==> src/rtl/spi_seq_pkg.sv <==
// Shared types and defaults for the SPI byte sequencer.
// Latency: n/a (declarations only).
// Backpressure: n/a.
package spi_seq_pkg;

  typedef enum logic [1:0] {
    IDLE = 2'd0,
    XFER = 2'd1,
    GAP  = 2'd2
  } state_t;

  localparam int SPI_BYTE_W         = 8;
  localparam int DEF_FIFO_DEPTH     = 16;
  localparam int DEF_GAP_CYCLES     = 2;
  localparam int DEF_TIMEOUT_CYCLES = 4096;

endpackage

==> src/rtl/spi_master_seq_if.sv <==
// Host streams, master-side handshake and status of the SPI byte sequencer.
// Latency: n/a (wiring only).
// Backpressure: tx_valid/tx_ready and rx_valid/rx_ready are plain valid/ready.
// Modports: slave = the sequencer itself, master = the environment that
// drives host bytes and models spi_module_master.
interface spi_master_seq_if import spi_seq_pkg::*; #(
  parameter int FIFO_DEPTH = DEF_FIFO_DEPTH
) ();
  localparam int LVL_W = $clog2(FIFO_DEPTH + 1);

  logic [SPI_BYTE_W-1:0] tx_data;
  logic                  tx_valid;
  logic                  tx_ready;
  logic [SPI_BYTE_W-1:0] rx_data;
  logic                  rx_valid;
  logic                  rx_ready;
  logic                  m_spi_en;
  logic [SPI_BYTE_W-1:0] m_mosi_data;
  logic [SPI_BYTE_W-1:0] m_miso_data;
  logic                  m_payload_done;
  logic                  busy;
  logic                  timeout_err;
  logic                  err_clr;
  logic [LVL_W-1:0]      tx_level;
  logic [LVL_W-1:0]      rx_level;

  modport slave (
    input  tx_data, tx_valid, rx_ready, m_miso_data, m_payload_done, err_clr,
    output tx_ready, rx_data, rx_valid, m_spi_en, m_mosi_data, busy,
           timeout_err, tx_level, rx_level
  );

  modport master (
    output tx_data, tx_valid, rx_ready, m_miso_data, m_payload_done, err_clr,
    input  tx_ready, rx_data, rx_valid, m_spi_en, m_mosi_data, busy,
           timeout_err, tx_level, rx_level
  );
endinterface

==> src/rtl/spi_byte_fifo.sv <==
// Synchronous first-word-fall-through FIFO with occupancy output.
// Latency: a word pushed on edge N is visible at out_dat after edge N.
// Backpressure: in_rdy drops when full unless a pop happens in the same cycle.
// Ports: clk/rst_n, in_dat/in_vld/in_rdy push side, out_dat/out_vld/out_rdy
// pop side, level = current occupancy (0..DEPTH).
module spi_byte_fifo import spi_seq_pkg::*; #(
  parameter int DEPTH = DEF_FIFO_DEPTH,
  parameter int W     = SPI_BYTE_W,
  localparam int AW    = (DEPTH > 1) ? $clog2(DEPTH) : 1,
  localparam int LVL_W = $clog2(DEPTH + 1)
) (
  input  logic             clk,
  input  logic             rst_n,
  input  logic [W-1:0]     in_dat,
  input  logic             in_vld,
  output logic             in_rdy,
  output logic [W-1:0]     out_dat,
  output logic             out_vld,
  input  logic             out_rdy,
  output logic [LVL_W-1:0] level
);
  logic [W-1:0]  mem [DEPTH];
  logic [AW-1:0] wr_ptr;
  logic [AW-1:0] rd_ptr;
  logic          full;
  logic          push;
  logic          pop;

  assign full    = (level == LVL_W'(DEPTH));
  assign out_vld = (level != '0);
  assign pop     = out_vld && out_rdy;
  // A pop frees the slot on the same edge, so a full FIFO still takes a push.
  assign in_rdy  = !full || pop;
  assign push    = in_vld && in_rdy;
  // Storage is not reset; mask the head so an empty FIFO reads as zero.
  assign out_dat = out_vld ? mem[rd_ptr] : '0;

  // DEPTH is a power of two, so the pointers wrap naturally.
  always_ff @(posedge clk or negedge rst_n) begin
    if (!rst_n) begin
      wr_ptr <= '0;
      rd_ptr <= '0;
      level  <= '0;
    end else begin
      if (push) wr_ptr <= wr_ptr + AW'(1);
      if (pop)  rd_ptr <= rd_ptr + AW'(1);
      case ({push, pop})
        2'b10:   level <= level + LVL_W'(1);
        2'b01:   level <= level - LVL_W'(1);
        default: level <= level;
      endcase
    end
  end

  always_ff @(posedge clk) begin
    if (push) mem[wr_ptr] <= in_dat;
  end
endmodule

==> src/rtl/spi_master_seq.sv <==
// Byte sequencer feeding spi_module_master from a TX FIFO and collecting replies in an RX FIFO.
// Latency: byte accepted on edge N into an idle, empty block raises m_spi_en after edge N+1.
// Backpressure: tx_ready = TX FIFO room; a full RX FIFO stalls new bytes in IDLE, nothing is dropped.
// Ports: clk, rst_n (async, active-low), bus (slave modport): host TX/RX
// streams, master handshake (m_spi_en, m_mosi_data, m_miso_data,
// m_payload_done), status (busy, timeout_err/err_clr, tx_level, rx_level).
module spi_master_seq import spi_seq_pkg::*; #(
  parameter int FIFO_DEPTH     = DEF_FIFO_DEPTH,
  parameter int GAP_CYCLES     = DEF_GAP_CYCLES,
  parameter int TIMEOUT_CYCLES = DEF_TIMEOUT_CYCLES,
  localparam int LVL_W         = $clog2(FIFO_DEPTH + 1)
) (
  input logic             clk,
  input logic             rst_n,
  spi_master_seq_if.slave bus
);
  localparam int GW   = $clog2(GAP_CYCLES + 1);
  localparam int WD_W = (TIMEOUT_CYCLES > 1) ? $clog2(TIMEOUT_CYCLES) : 1;

  state_t                state, state_nxt;
  logic                  en_q, en_nxt;
  logic [SPI_BYTE_W-1:0] mosi_q, mosi_nxt;
  logic [WD_W-1:0]       wd_cnt, wd_nxt;
  logic [GW-1:0]         gap_cnt, gap_nxt;
  logic                  err_q, err_nxt;
  logic                  start;
  logic                  can_start;
  logic                  to_evt;
  logic                  tx_pop;
  logic                  rx_push;
  logic                  tx_head_vld;
  logic [SPI_BYTE_W-1:0] tx_head;
  logic                  rx_in_rdy;

  spi_byte_fifo #(.DEPTH(FIFO_DEPTH), .W(SPI_BYTE_W)) u_tx_fifo (
    .clk     (clk),
    .rst_n   (rst_n),
    .in_dat  (bus.tx_data),
    .in_vld  (bus.tx_valid),
    .in_rdy  (bus.tx_ready),
    .out_dat (tx_head),
    .out_vld (tx_head_vld),
    .out_rdy (tx_pop),
    .level   (bus.tx_level)
  );

  // RX room is reserved before a byte starts, so rx_in_rdy is always 1 on a push.
  spi_byte_fifo #(.DEPTH(FIFO_DEPTH), .W(SPI_BYTE_W)) u_rx_fifo (
    .clk     (clk),
    .rst_n   (rst_n),
    .in_dat  (bus.m_miso_data),
    .in_vld  (rx_push),
    .in_rdy  (rx_in_rdy),
    .out_dat (bus.rx_data),
    .out_vld (bus.rx_valid),
    .out_rdy (bus.rx_ready),
    .level   (bus.rx_level)
  );

  assign can_start = tx_head_vld && (bus.rx_level != LVL_W'(FIFO_DEPTH));

  always_ff @(posedge clk or negedge rst_n) begin
    if (!rst_n) begin
      state   <= IDLE;
      en_q    <= 1'b0;
      mosi_q  <= '0;
      wd_cnt  <= '0;
      gap_cnt <= '0;
      err_q   <= 1'b0;
    end else begin
      state   <= state_nxt;
      en_q    <= en_nxt;
      mosi_q  <= mosi_nxt;
      wd_cnt  <= wd_nxt;
      gap_cnt <= gap_nxt;
      err_q   <= err_nxt;
    end
  end

  always_comb begin
    state_nxt = state;
    en_nxt    = en_q;
    mosi_nxt  = mosi_q;
    wd_nxt    = wd_cnt;
    gap_nxt   = gap_cnt;
    start     = 1'b0;
    to_evt    = 1'b0;
    tx_pop    = 1'b0;
    rx_push   = 1'b0;

    case (state)
      IDLE: start = can_start;
      XFER: begin
        if (bus.m_payload_done) begin
          rx_push   = 1'b1;
          en_nxt    = 1'b0;
          gap_nxt   = GW'(GAP_CYCLES);
          state_nxt = GAP;
        end else if ((TIMEOUT_CYCLES != 0) && (wd_cnt == WD_W'(TIMEOUT_CYCLES - 1))) begin
          // This edge completes the last allowed XFER cycle: abort, drop the byte.
          to_evt    = 1'b1;
          en_nxt    = 1'b0;
          gap_nxt   = GW'(GAP_CYCLES);
          state_nxt = GAP;
        end else begin
          wd_nxt = wd_cnt + WD_W'(1);
        end
      end
      GAP: begin
        // The counter's final step doubles as the IDLE start check, so the
        // next byte can go out without an extra idle cycle and m_spi_en is
        // low for exactly GAP_CYCLES cycles.
        if (gap_cnt == GW'(1)) begin
          gap_nxt   = '0;
          state_nxt = IDLE;
          start     = can_start;
        end else begin
          gap_nxt = gap_cnt - GW'(1);
        end
      end
      default: state_nxt = IDLE;
    endcase

    if (start) begin
      tx_pop    = 1'b1;
      mosi_nxt  = tx_head;
      en_nxt    = 1'b1;
      wd_nxt    = '0;
      state_nxt = XFER;
    end
  end

  // A timeout on the same edge as err_clr leaves the flag set.
  assign err_nxt = to_evt ? 1'b1 : (bus.err_clr ? 1'b0 : err_q);

  assign bus.m_spi_en    = en_q;
  assign bus.m_mosi_data = mosi_q;
  assign bus.timeout_err = err_q;
  assign bus.busy        = (state != IDLE) || (bus.tx_level != '0);
endmodule

==> src/flat_wrapper.sv <==
// flat-port wrapper written by rule: the top's interface ports become plain ports
module spi_master_seq_flat import spi_seq_pkg::*;
#(
  parameter int FIFO_DEPTH     = DEF_FIFO_DEPTH,
  parameter int GAP_CYCLES     = DEF_GAP_CYCLES,
  parameter int TIMEOUT_CYCLES = DEF_TIMEOUT_CYCLES,
  localparam int LVL_W         = $clog2(FIFO_DEPTH + 1)
)
  (clk, rst_n, bus_tx_data, bus_tx_valid, bus_rx_ready, bus_m_miso_data, bus_m_payload_done, bus_err_clr, bus_tx_ready, bus_rx_data, bus_rx_valid, bus_m_spi_en, bus_m_mosi_data, bus_busy, bus_timeout_err, bus_tx_level, bus_rx_level);
  spi_master_seq_if #(.FIFO_DEPTH(FIFO_DEPTH)) bus_i ();
  input logic clk;
  input logic rst_n;
  input wire logic [$bits(bus_i.tx_data)-1:0] bus_tx_data;
  input wire logic [$bits(bus_i.tx_valid)-1:0] bus_tx_valid;
  input wire logic [$bits(bus_i.rx_ready)-1:0] bus_rx_ready;
  input wire logic [$bits(bus_i.m_miso_data)-1:0] bus_m_miso_data;
  input wire logic [$bits(bus_i.m_payload_done)-1:0] bus_m_payload_done;
  input wire logic [$bits(bus_i.err_clr)-1:0] bus_err_clr;
  output wire logic [$bits(bus_i.tx_ready)-1:0] bus_tx_ready;
  output wire logic [$bits(bus_i.rx_data)-1:0] bus_rx_data;
  output wire logic [$bits(bus_i.rx_valid)-1:0] bus_rx_valid;
  output wire logic [$bits(bus_i.m_spi_en)-1:0] bus_m_spi_en;
  output wire logic [$bits(bus_i.m_mosi_data)-1:0] bus_m_mosi_data;
  output wire logic [$bits(bus_i.busy)-1:0] bus_busy;
  output wire logic [$bits(bus_i.timeout_err)-1:0] bus_timeout_err;
  output wire logic [$bits(bus_i.tx_level)-1:0] bus_tx_level;
  output wire logic [$bits(bus_i.rx_level)-1:0] bus_rx_level;
  assign bus_i.tx_data = bus_tx_data;
  assign bus_i.tx_valid = bus_tx_valid;
  assign bus_i.rx_ready = bus_rx_ready;
  assign bus_i.m_miso_data = bus_m_miso_data;
  assign bus_i.m_payload_done = bus_m_payload_done;
  assign bus_i.err_clr = bus_err_clr;
  assign bus_tx_ready = bus_i.tx_ready;
  assign bus_rx_data = bus_i.rx_data;
  assign bus_rx_valid = bus_i.rx_valid;
  assign bus_m_spi_en = bus_i.m_spi_en;
  assign bus_m_mosi_data = bus_i.m_mosi_data;
  assign bus_busy = bus_i.busy;
  assign bus_timeout_err = bus_i.timeout_err;
  assign bus_tx_level = bus_i.tx_level;
  assign bus_rx_level = bus_i.rx_level;
  spi_master_seq #(.FIFO_DEPTH(FIFO_DEPTH), .GAP_CYCLES(GAP_CYCLES), .TIMEOUT_CYCLES(TIMEOUT_CYCLES)) u_core (.clk(clk), .rst_n(rst_n), .bus(bus_i));
endmodule
==> config.mk <==
export PLATFORM = sky130hd
export DESIGN_NAME = spi_master_seq_flat
export DESIGN_NICKNAME = d
export VERILOG_FILES = /design/src/rtl/spi_seq_pkg.sv /design/src/rtl/spi_master_seq_if.sv /design/src/rtl/spi_byte_fifo.sv /design/src/rtl/spi_master_seq.sv /design/src/flat_wrapper.sv
export SDC_FILE = /design/constraint.sdc
export NUM_CORES = 1
export LEC_CHECK = 0
export ABC_AREA = 1
export CORE_MARGIN = 4
export CORE_UTILIZATION = 61
export CTS_CLUSTER_SIZE = 12
export DETAILED_ROUTE_END_ITERATION = 16
export PLACE_DENSITY = 0.8
export SYNTH_ARGS = -nofsm -noshare
export SYNTH_HDL_FRONTEND = slang
export SYNTH_SLANG_ARGS = --single-unit
==> constraint.sdc <==
create_clock -name clk -period 2.5 [get_ports clk]
set_clock_uncertainty 0.15 [all_clocks]
set_input_delay 0.375 -clock clk [delete_from_list [all_inputs] [get_ports clk]]
set_output_delay 0.375 -clock clk [all_outputs]
set_load 0.05 [all_outputs]
After elaboration in Yosys (flattened, before gate mapping)
Memory sizes are Yosys's and may differ from the RTL's. A register that Yosys moved wholly into a read port is not among the register bits.
Cells that the tools add are included.
- bits in registers: 44
- RAM bits: 256
- input bits: 22
- output and inout port bits: 31
- logic and storage cells: 97
- memories: 2
- memory list (memory ; words ; width ; rd ports ; clocked after Yosys merged registers in ; write ports ; line ; text):
    u_core.u_rx_fifo.mem ; 16 ; 8 ; 1 ; 0 ; 1 ; spi_byte_fifo.sv:22 ; logic [W-1:0] mem [DEPTH];
    u_core.u_tx_fifo.mem ; 16 ; 8 ; 1 ; 1 ; 1 ; spi_byte_fifo.sv:22 ;
- $add $sub $neg: 10
- eq/ne operators: 17
- muxes and demuxes: 32
- reduce and logical (&&, ||, !) cells: 25
- operators by type and width (kind ; count):
    $mux 12 ; 4
    $pmux 5 s2 ; 2
    $mux 1 ; 17
    $add 4x1->4 const B ; 4
    $add 12x1->12 const B ; 1
    $eq 12x12->1 const B ; 1
    $reduce_bool 2->1 ; 6
    $add 5x1->5 const B ; 2
    $eq 5x5->1 const B ; 2
    $mux 2 ; 5
    $reduce_bool 5->1 ; 2
    $sub 5x1->5 const B ; 2
    $eq 2x1->1 const B ; 4
    $mux 8 ; 1
    $eq 2x2->1 const B ; 3
    $ne 2x1->1 const B ; 3
    $pmux 2 s3 ; 1
    $reduce_and 3->1 ; 2
    $logic_and 1x1->1 ; 5
    $ne 5x5->1 const B ; 1
    $ne 4x2->1 const B ; 1
    $pmux 2 s2 ; 1
    $reduce_and 2->1 ; 2
    $logic_not 1->1 ; 3
    7 further kinds ; 9

Logic depth before layout (Yosys ltp)
Gate-level depths: netlist (run 1).
- word-level depth: 10
- gate-level depth with buffers: 16
- depth with buffers taken out: 16

Cells and area by module
From an unflattened synthesis (run 1), not the netlist that was laid out.
- cell total of the unflattened synthesis: 1279
- area, all modules: 13584.3 µm²
- modules (own cells, without submodules) (module ; times used ; cells an instance ; area each (µm²) ; sequential area each (µm²)):
    spi_byte_fifo ; 2 ; 546 ; 6073.3 ; 4169.0
    spi_master_seq ; 1 ; 187 ; 1437.6 ; 650.6

Least setup slack after synthesis (run 1)
No wires, ideal clock.
- path type: reg-to-reg
- start: register u_core.u_rx_fifo.level[0]
- end: register u_core.u_rx_fifo.level[4]
- setup time: 118 ps
- arrival time: 2476 ps
- data required time: 2232 ps
- setup slack: -244 ps
- stages on the path, launching flop included: 17
- path buffers: 0
- period minus slack after synthesis: 2744 ps
- cells stage by stage: dfrtp_1 > nor2_2 > nand2_1 > nor2_4 > inv_2 > nand2_2 > inv_2 > ha_1 > inv_1 > fa_1 > inv_1 > nand2_1 > nand2_1 > a21oi_1 > xor2_1 > nand2_1 > nand2_1
- cells in the longest elaborated chain, start to end: 6
- elaborated cells between the ends (all ways): 12
- classes of those cells: add/sub: 2; eq/ne: 3; mux: 1; reduce/logical: 6
- ends and longest elaborated chain (item ; line ; text):
    start, declared ; spi_byte_fifo.sv:20 ; output logic [LVL_W-1:0] level
    start signal, assigned ; spi_byte_fifo.sv:48 ; 2'b10: level <= level + LVL_W'(1);
    start signal, assigned ; spi_byte_fifo.sv:49 ; 2'b01: level <= level - LVL_W'(1);
    start signal, assigned ; spi_byte_fifo.sv:50 ; default: level <= level;
    $reduce_bool 5->1 (*) ; spi_byte_fifo.sv:30 ; assign out_vld = (level != '0);
    net bus_rx_valid ; flat_wrapper.sv:21 ; output wire logic [$bits(bus_i.rx_valid)-1:0] bus_rx_valid;
    $logic_and 1x1->1 (*) ; spi_byte_fifo.sv:31 ; assign pop = out_vld && out_rdy;
    net u_core.u_rx_fifo.pop ; spi_byte_fifo.sv:27 ; logic pop;
    $logic_or 1x1->1 ; spi_byte_fifo.sv:33 ; assign in_rdy = !full || pop;
    $logic_and 1x1->1 ; spi_byte_fifo.sv:34 ; assign push = in_vld && in_rdy;
    $eq 2x1->1 / $eq 2x2->1 (equally long branches) ; spi_byte_fifo.sv:47 ; case ({push, pop})
    $pmux 5 s2 / $reduce_bool 2->1 (equally long branches) ; n/a ;
The timed path passes the listed nets; every way through them passes the cells marked *.
A chain may end at the register's enable or synchronous reset.

Worst setup path in the final report (run 1)
- start: register u_core.u_rx_fifo.rd_ptr[0]
- end: output bus_rx_data[5]
- cells in the longest elaborated chain, start to end: 2
- ends and longest elaborated chain (item ; line ; text):
    start, declared ; spi_byte_fifo.sv:24 ; logic [AW-1:0] rd_ptr;
    start signal, assigned ; spi_byte_fifo.sv:46 ; if (pop) rd_ptr <= rd_ptr + AW'(1);
    $mem_v2 16x8 ; n/a ;
    $mux 8 ; spi_byte_fifo.sv:36 ; assign out_dat = out_vld ? mem[rd_ptr] : '0;
    end, declared ; flat_wrapper.sv:20 ; output wire logic [$bits(bus_i.rx_data)-1:0] bus_rx_data;
No other way between the ends.

==> run metrics, run 1 <==
sequential area share after synthesis approximately two thirds; Power, Total 0.0200 W; register share of total power 33.5%; leak pwr 5.97 nW; DR pass1 iterations 5; crit path kind reg2out; worst setup margin -301 ps; initial drt markers 716; WL per Instance 19.6 um; total gr overflow 0; CP endpoint kind primary output; FF+latch count, synth 308; first-pass GRT wire length roughly 48 mm; clock slew at reported path FFs approximately 60 ps; die area 24100 um2; crit path max fanout 8; f_max 357 MHz; Std-Cell Core Area 21200 um2; All-Layer GR Usage 24.8%; Worst-Margin Slew 789 ps; commonest non-fill, non-tap cells in the layout edfxtp_1 (256), nand2_1 (231), nor2_1 (173), nand3_1 (111), o21ai_0 (76); pre-CTS setup slack -20.3 ps; commonest non-fill, non-tap cell in the layout edfxtp_1; Final Util between 70% and 80%; Final setup viols 8; largest net degree at the start of global routing 58; # DRC 0; mean post-synth cell area around 11 um2; Worst Setup Start Kind flip-flop; Psw 0.00804 W; Core Rows 53; CTS Buf Count 31; Post-synth EDFFs between 200 and 300; crit share post-route 112%; xor/xnor share of the synthesized area approximately 1.5%; Net Sw Frac roughly 40%; clk sinks about 300; Initial Utilization 62.6%; violated checks negative setup slack; internal power 0.0120 W; WL final 31.0 mm; YS warnings 0; Port Buffers 52; unrepaired setup endpoints after global routing yes; post-synthesis mux area share 0%; Critical Path RT 1980 ps; Cell variety after synth 39; Compound-Gate Fraction of Synth Area 5.94%; synth-to-layout area growth 19.4%; area share of the leading cell type in the synthesized netlist 58.1%; headroom to the max-slew limit 47.2%; area of the mapped netlist 13200 um2; power per standard cell area approximately 1300 nW/um2; Post-Syn Instances 1183; Mapped Nets 1226; vias in the first global route 9061; initial antenna violation count 0; Comb power frac 45.2%; Clock Tree Root clkbuf_16; Detailed Place HPWL between 15 and 20 mm; vias 9298; status finished with violations; leading area contributor after synthesis edfxtp_1; final setup TNS -2040 ps; Die W 155 um; peak supply drop between 0.9 and 1 mV; Max Transition Viols Final 0; post-route cell area 15800 um2; Main synth FF type edfxtp_1; # diodes 0; H-tree depth 1; max-cap violation count 0; clock network fraction of design power 21.3%; Synth Area in Simple Gates 18.7%; die span in y around 160 um; critical path arrival 2280 ps; Clk Latency, worst-skew pair 540 ps; GPL Wtd Cong around 0.86; crit path time final 2800 ps; Post-Synth Adder-Cell Area roughly 2.1%; CTS max path bufs 3; largest family of logic cells by synthesized area simple AND/OR/NAND/NOR gates; Top Ports 53; Vias/cell roughly 5.9; Final Hold Vio Count 0; Post-DRT Antenna Nets 0; Area after DPL roughly 14000 um2; fraction of registers with async set/reset 16.9%; nets around 1300; fraction of layout cells with a size suffix above 1 16.8%; TritonCTS clock tree done; largest cells by area after synthesis edfxtp_1 (58%), dfrtp_1 (9.8%), nand2_1 (6.9%); worst min path class in2async
==> stage by stage <==
stage                     std cells  hold slack (ps)
after floorplan                1183            -70.6
after global placement         1514              176
after detailed placement       1514              178
after CTS                      1579              143
after global routing           1584              192
final                          1584              143
==> synthesized netlist by cell type (2+ instances only) <==
library cell / instances
edfxtp_1: 256
nand2_1: 243
nor2_1: 188
nand3_1: 121
o21ai_0: 80
dfrtp_1: 52
inv_1: 45
a21oi_1: 31
buf_2: 19
clkbuf_1: 19
ha_1: 19
xor2_1: 18
o31ai_1: 11
o211ai_1: 9
buf_4: 8
o21ai_1: 8
inv_2: 7
nand4_1: 7
buf_6: 5
nand2_4: 4
xnor2_1: 4
nand2_2: 3
nand3b_1: 3
nor2_4: 3
clkinv_1: 2
fa_1: 2
nand3_4: 2
nor2_2: 2
nor3_1: 2
==> kinds of logic after synthesis <==
kind of cell | after synthesis
simple gates | 580
flops | 308
compound gates | 144
buf+inv | 108
xor+xnor | 22
fa+ha+maj | 21
==> power by group through the flow <==
stage / logic [W] / clock network, W / registers, W
6_report: 0.00906 / 0.00427 / 0.00672
5_1_grt: 0.00972 / 0.00453 / 0.00678
4_1_cts: 0.00871 / 0.00431 / 0.00669
3_5_place_dp: 0.00796 / 0 / 0.00677
3_3_place_gp: 0.00773 / 0 / 0.00675
2_1_floorplan: 0.00491 / 0 / 0.00714
==> per-layer routing <==
layer / track usage (%) / wire, um
met1: 32.3 / 11700
met2: 42.4 / 15700
met3: 3.31 / 2280
met4: 10.3 / 1320
met5: 0 / 0
==> final cells by class <==
type                    count  area (um2)
clock buffers              52         875
clock inverters             5        50.0
fillers                  1303        5350
inverters                  55         228
multi-input cells         767        3970
flip-flops and latches    308        9000
well taps                 275         344
repair buffers            122        1340
==> sequential cells by signal, indices dropped and copies added (netlist names) <==
signal                   count
u_core.u_tx_fifo.rd_ptr      4
u_core.state                 2
u_core.bus.m_spi_en          1
u_core.u_rx_fifo.wr_ptr      4
u_core.bus.m_mosi_data       8
u_core.u_tx_fifo.level       5
u_core.u_rx_fifo.level       5
u_core.u_tx_fifo.wr_ptr      4
u_core.bus.timeout_err       1
u_core.u_rx_fifo.rd_ptr      4
u_core.wd_cnt               12
u_core.gap_cnt               2
u_core.u_tx_fifo.mem       128
u_core.u_rx_fifo.mem       128
==> path summary, 6_finish.rpt <==
check / endpoint / depth (start not counted) / slack, ps / startpoint
worst max-delay path: bus_rx_data[5] / 9 / -300 / u_core.u_rx_fifo.rd_ptr[0]
worst min-delay path: u_core.gap_cnt[1] / 2 / 140 / rst_n
worst max register to register: u_core.u_rx_fifo.level[4] / 13 / 160 / u_core.u_rx_fifo.level[2]
worst min register to register: u_core.bus.m_mosi_data[4] / 2 / 340 / u_core.bus.m_mosi_data[4]
max in group asynchronous: u_core.u_rx_fifo.level[4] / 3 / 1420 / rst_n
min in group clk: u_core.bus.timeout_err / 2 / 260 / bus_err_clr
==> critical path, stage by stage, from the launching register on <==
cell and delay [ps]:
dfrtp_2 510, inv_8 170, buf_12 130, nand2_1 50
nand3_1 80, nand2_1 100, a21oi_2 180, o31ai_2 130
a21oi_2 210, buf_12 160
==> what timing repair did <==
item,4_1_cts,5_1_grt
hold buffers,1,0
cloned,3,6
hold endpoints to repair,16,0
endpoints found under the setup margin,9,19
pin swaps,5,12
setup buffers,4,1
resized for setup,40,36
No activity file was read; power rests on OpenSTA's default activity.
==> run 2: changes to the inputs <==
- CAP_MARGIN: not set -> 5
==> results of run 2 <==
The final DEF is identical to that of run 1; final timing and power are the same.
==> run 3: changes to the inputs <==
- CTS_CLUSTER_SIZE: 12 -> not set
- PLACE_DENSITY: 0.8 -> 0.76
- RECOVER_POWER: not set -> 50
==> run 3 against run 2 <==
The run still ends with negative setup slack left; routed wire length increased by 4.3%; register-to-register slack got worse by 290 ps; critical path depth down 1; total power is 3.7% higher; worst setup slack got worse by 35 ps; sequential share of layout area is 1.0 points lower; core utilization is 1.4 points higher; sequential power about the same; non-clock buffer count up 3; hold slack lost 19 ps; global-route usage increased by 0.85 points; largest cell class unchanged.
==> run metrics, run 3 (synthesis results as in run 1) <==
status finished with violations; violated checks negative setup slack; TritonCTS clock tree done; H-tree depth 1 (unchanged); headroom to the max-slew limit 18.5% (-29 points); Clock Tree Root clkbuf_16; largest net degree at the start of global routing 67 (+16%); commonest non-fill, non-tap cell in the layout edfxtp_1; worst min path class in2async; Psw 0.00833 W (+3.6%); Worst Setup SP u_core.u_rx_fifo.rd_ptr[0]; Vias/cell 5.94 (+1.1%); Largest regs u_core.u_rx_fifo.mem: 128 flops, u_core.u_tx_fifo.mem: 128 flops, u_core.wd_cnt: 12 flops; critical path arrival 2310 ps (+30 ps); Area after DPL 14500 um2 (+0.59%); GPL Wtd Cong 0.871 (+1.1%); fraction of layout cells with a size suffix above 1 18.2% (+1.3 points); pre-CTS setup slack -76.0 ps (-55.7 ps); Post-Layout Cell Count 1586 (+0.13%); leak pwr 6.08 nW (+1.7%); Worst-Margin Slew 1220 ps (+433 ps); nets 1330 (+0.15%); # diodes 0 (unchanged); worst setup margin -336 ps (-34.7 ps); post-route cell area 16100 um2 (+1.8%); Initial Utilization 62.6% (unchanged); final setup TNS -2470 ps (-432 ps); Std-Cell Core Area 21200 um2 (unchanged); Final setup viols 10 (+2); clock slew at reported path FFs 60 ps (about the same); synth-to-layout area growth 21.5%; CTS Buf Count 30 (-3.2%); peak supply drop 1.02 mV (+3.9%); die span in y 155 um (unchanged); DR pass1 iterations 5 (unchanged); commonest non-fill, non-tap cells in the layout edfxtp_1 (256), nand2_1 (224), nor2_1 (178), nand3_1 (97), o21ai_0 (78); Final Util 76.1% (+1.4 points); worst r2r src u_core.u_rx_fifo.level[3]; Detailed Place HPWL 18.6 mm (+0.30%); initial drt markers 1021 (+43%); first-pass GRT wire length 48.9 mm (+2.9%); # DRC 0 (unchanged); All-Layer GR Usage 25.7% (+0.85 points); initial antenna violation count 0 (unchanged); vias 9414 (+1.2%); power per standard cell area 1290 nW/um2 (+1.8%); Comb power frac 45.2% (about the same); Final Hold Vio Count 0 (unchanged); Worst Setup Start Kind flip-flop; dpl cells 1515 (+0.066%); Critical Path RT 1980 ps (about the same); Die W 155 um (unchanged); crit path time final 2840 ps (+34.7 ps); vias in the first global route 9356 (+3.3%); Clk Latency, worst-skew pair 550 ps (about the same); register share of total power 32.2% (-1.3 points); Post-DRT Antenna Nets 0 (unchanged); internal power 0.0125 W (+3.7%); die area 24100 um2 (unchanged); Core Rows 53 (unchanged); clock network fraction of design power 22.6% (+1.3 points); crit share post-route 113% (+1.4 points); Top Ports 53 (unchanged); total gr overflow 0 (unchanged); CP endpoint kind primary output; Port Buffers 52 (unchanged); CTS max path bufs 3 (unchanged); WL final 32.3 mm (+4.3%); WL per Instance 20.4 um (+4.1%); unrepaired setup endpoints after global routing yes; max-cap violation count 0 (unchanged); f_max 353 MHz (-1.2%); crit path max fanout 19 (+11); clk sinks 308 (unchanged); crit path kind reg2out; Net Sw Frac 40.1% (about the same); Max Transition Viols Final 0 (unchanged)
run 3: per-layer routing:
| layer | wire [um] | GRT usage [%] | vias up |
|---|---|---|---|
| li1 | - | - | 4282 |
| met1 | 12800 | 35.0 | 4530 |
| met2 | 15800 | 42.1 | 505 |
| met3 | 2690 | 4.53 | 97 |
| met4 | 1050 | 8.96 | 0 |
| met5 | 0 | 0 | - |
run 3: final cells by class:
class                      count  area [um2]
tap                          275         344
timing repair buffer         125        1390
sequential                   308        9000
fill                        1277        5060
multi-input combinational    767        4080
clock inverter                10         158
clock buffer                  46         883
inverter                      55         226
run 3: metrics by stage:
stage | power, W | hold WS [ps]
6_report | 0.0208 | 124
5_1_grt | 0.0218 | 126
4_1_cts | 0.0202 | 36.0
3_5_place_dp | 0.0148 | 82.8
3_3_place_gp | 0.0146 | 85.3
2_1_floorplan | 0.0121 | -70.6
run 3: power by group through the flow:
stage / clock network (W) / registers [W] / logic [W]
4_1_cts: 0.00474 / 0.00668 / 0.00880
3_5_place_dp: 0 / 0.00676 / 0.00806
5_1_grt: 0.00496 / 0.00677 / 0.0101
2_1_floorplan: 0 / 0.00714 / 0.00491
6_report: 0.00469 / 0.00670 / 0.00940
3_3_place_gp: 0 / 0.00673 / 0.00789
run 3: critical path: stages (launching register included):
cell and delay [ps]:
dfrtp_2 540, buf_8 210, nand2_1 90, nand3_1 100, nand2_1 110, a21oi_1 200, o31ai_2 110, a21oi_2 230
buf_12 170
run 3: worst paths after layout:
check / endpoint / slack, ps / depth (start not counted)
setup / recovery: bus_rx_data[1] / -340 / 8
hold / removal: u_core.gap_cnt[1] / 120 / 2
setup reg to reg: u_core.u_rx_fifo.level[4] / -130 / 13
hold reg to reg: u_core.bus.m_spi_en / 340 / 2
max in group asynchronous: u_core.u_rx_fifo.rd_ptr[0] / 470 / 3
min in group clk: u_core.bus.timeout_err / 270 / 2
run 3: timing repair:
action,4_1_cts,5_1_grt
hold buffers,1,0
hold endpoints to repair,52,0
buffers inserted,3,8
resized for setup,50,61
pin swaps,12,24
gates cloned,4,3
endpoints found under the setup margin,10,12
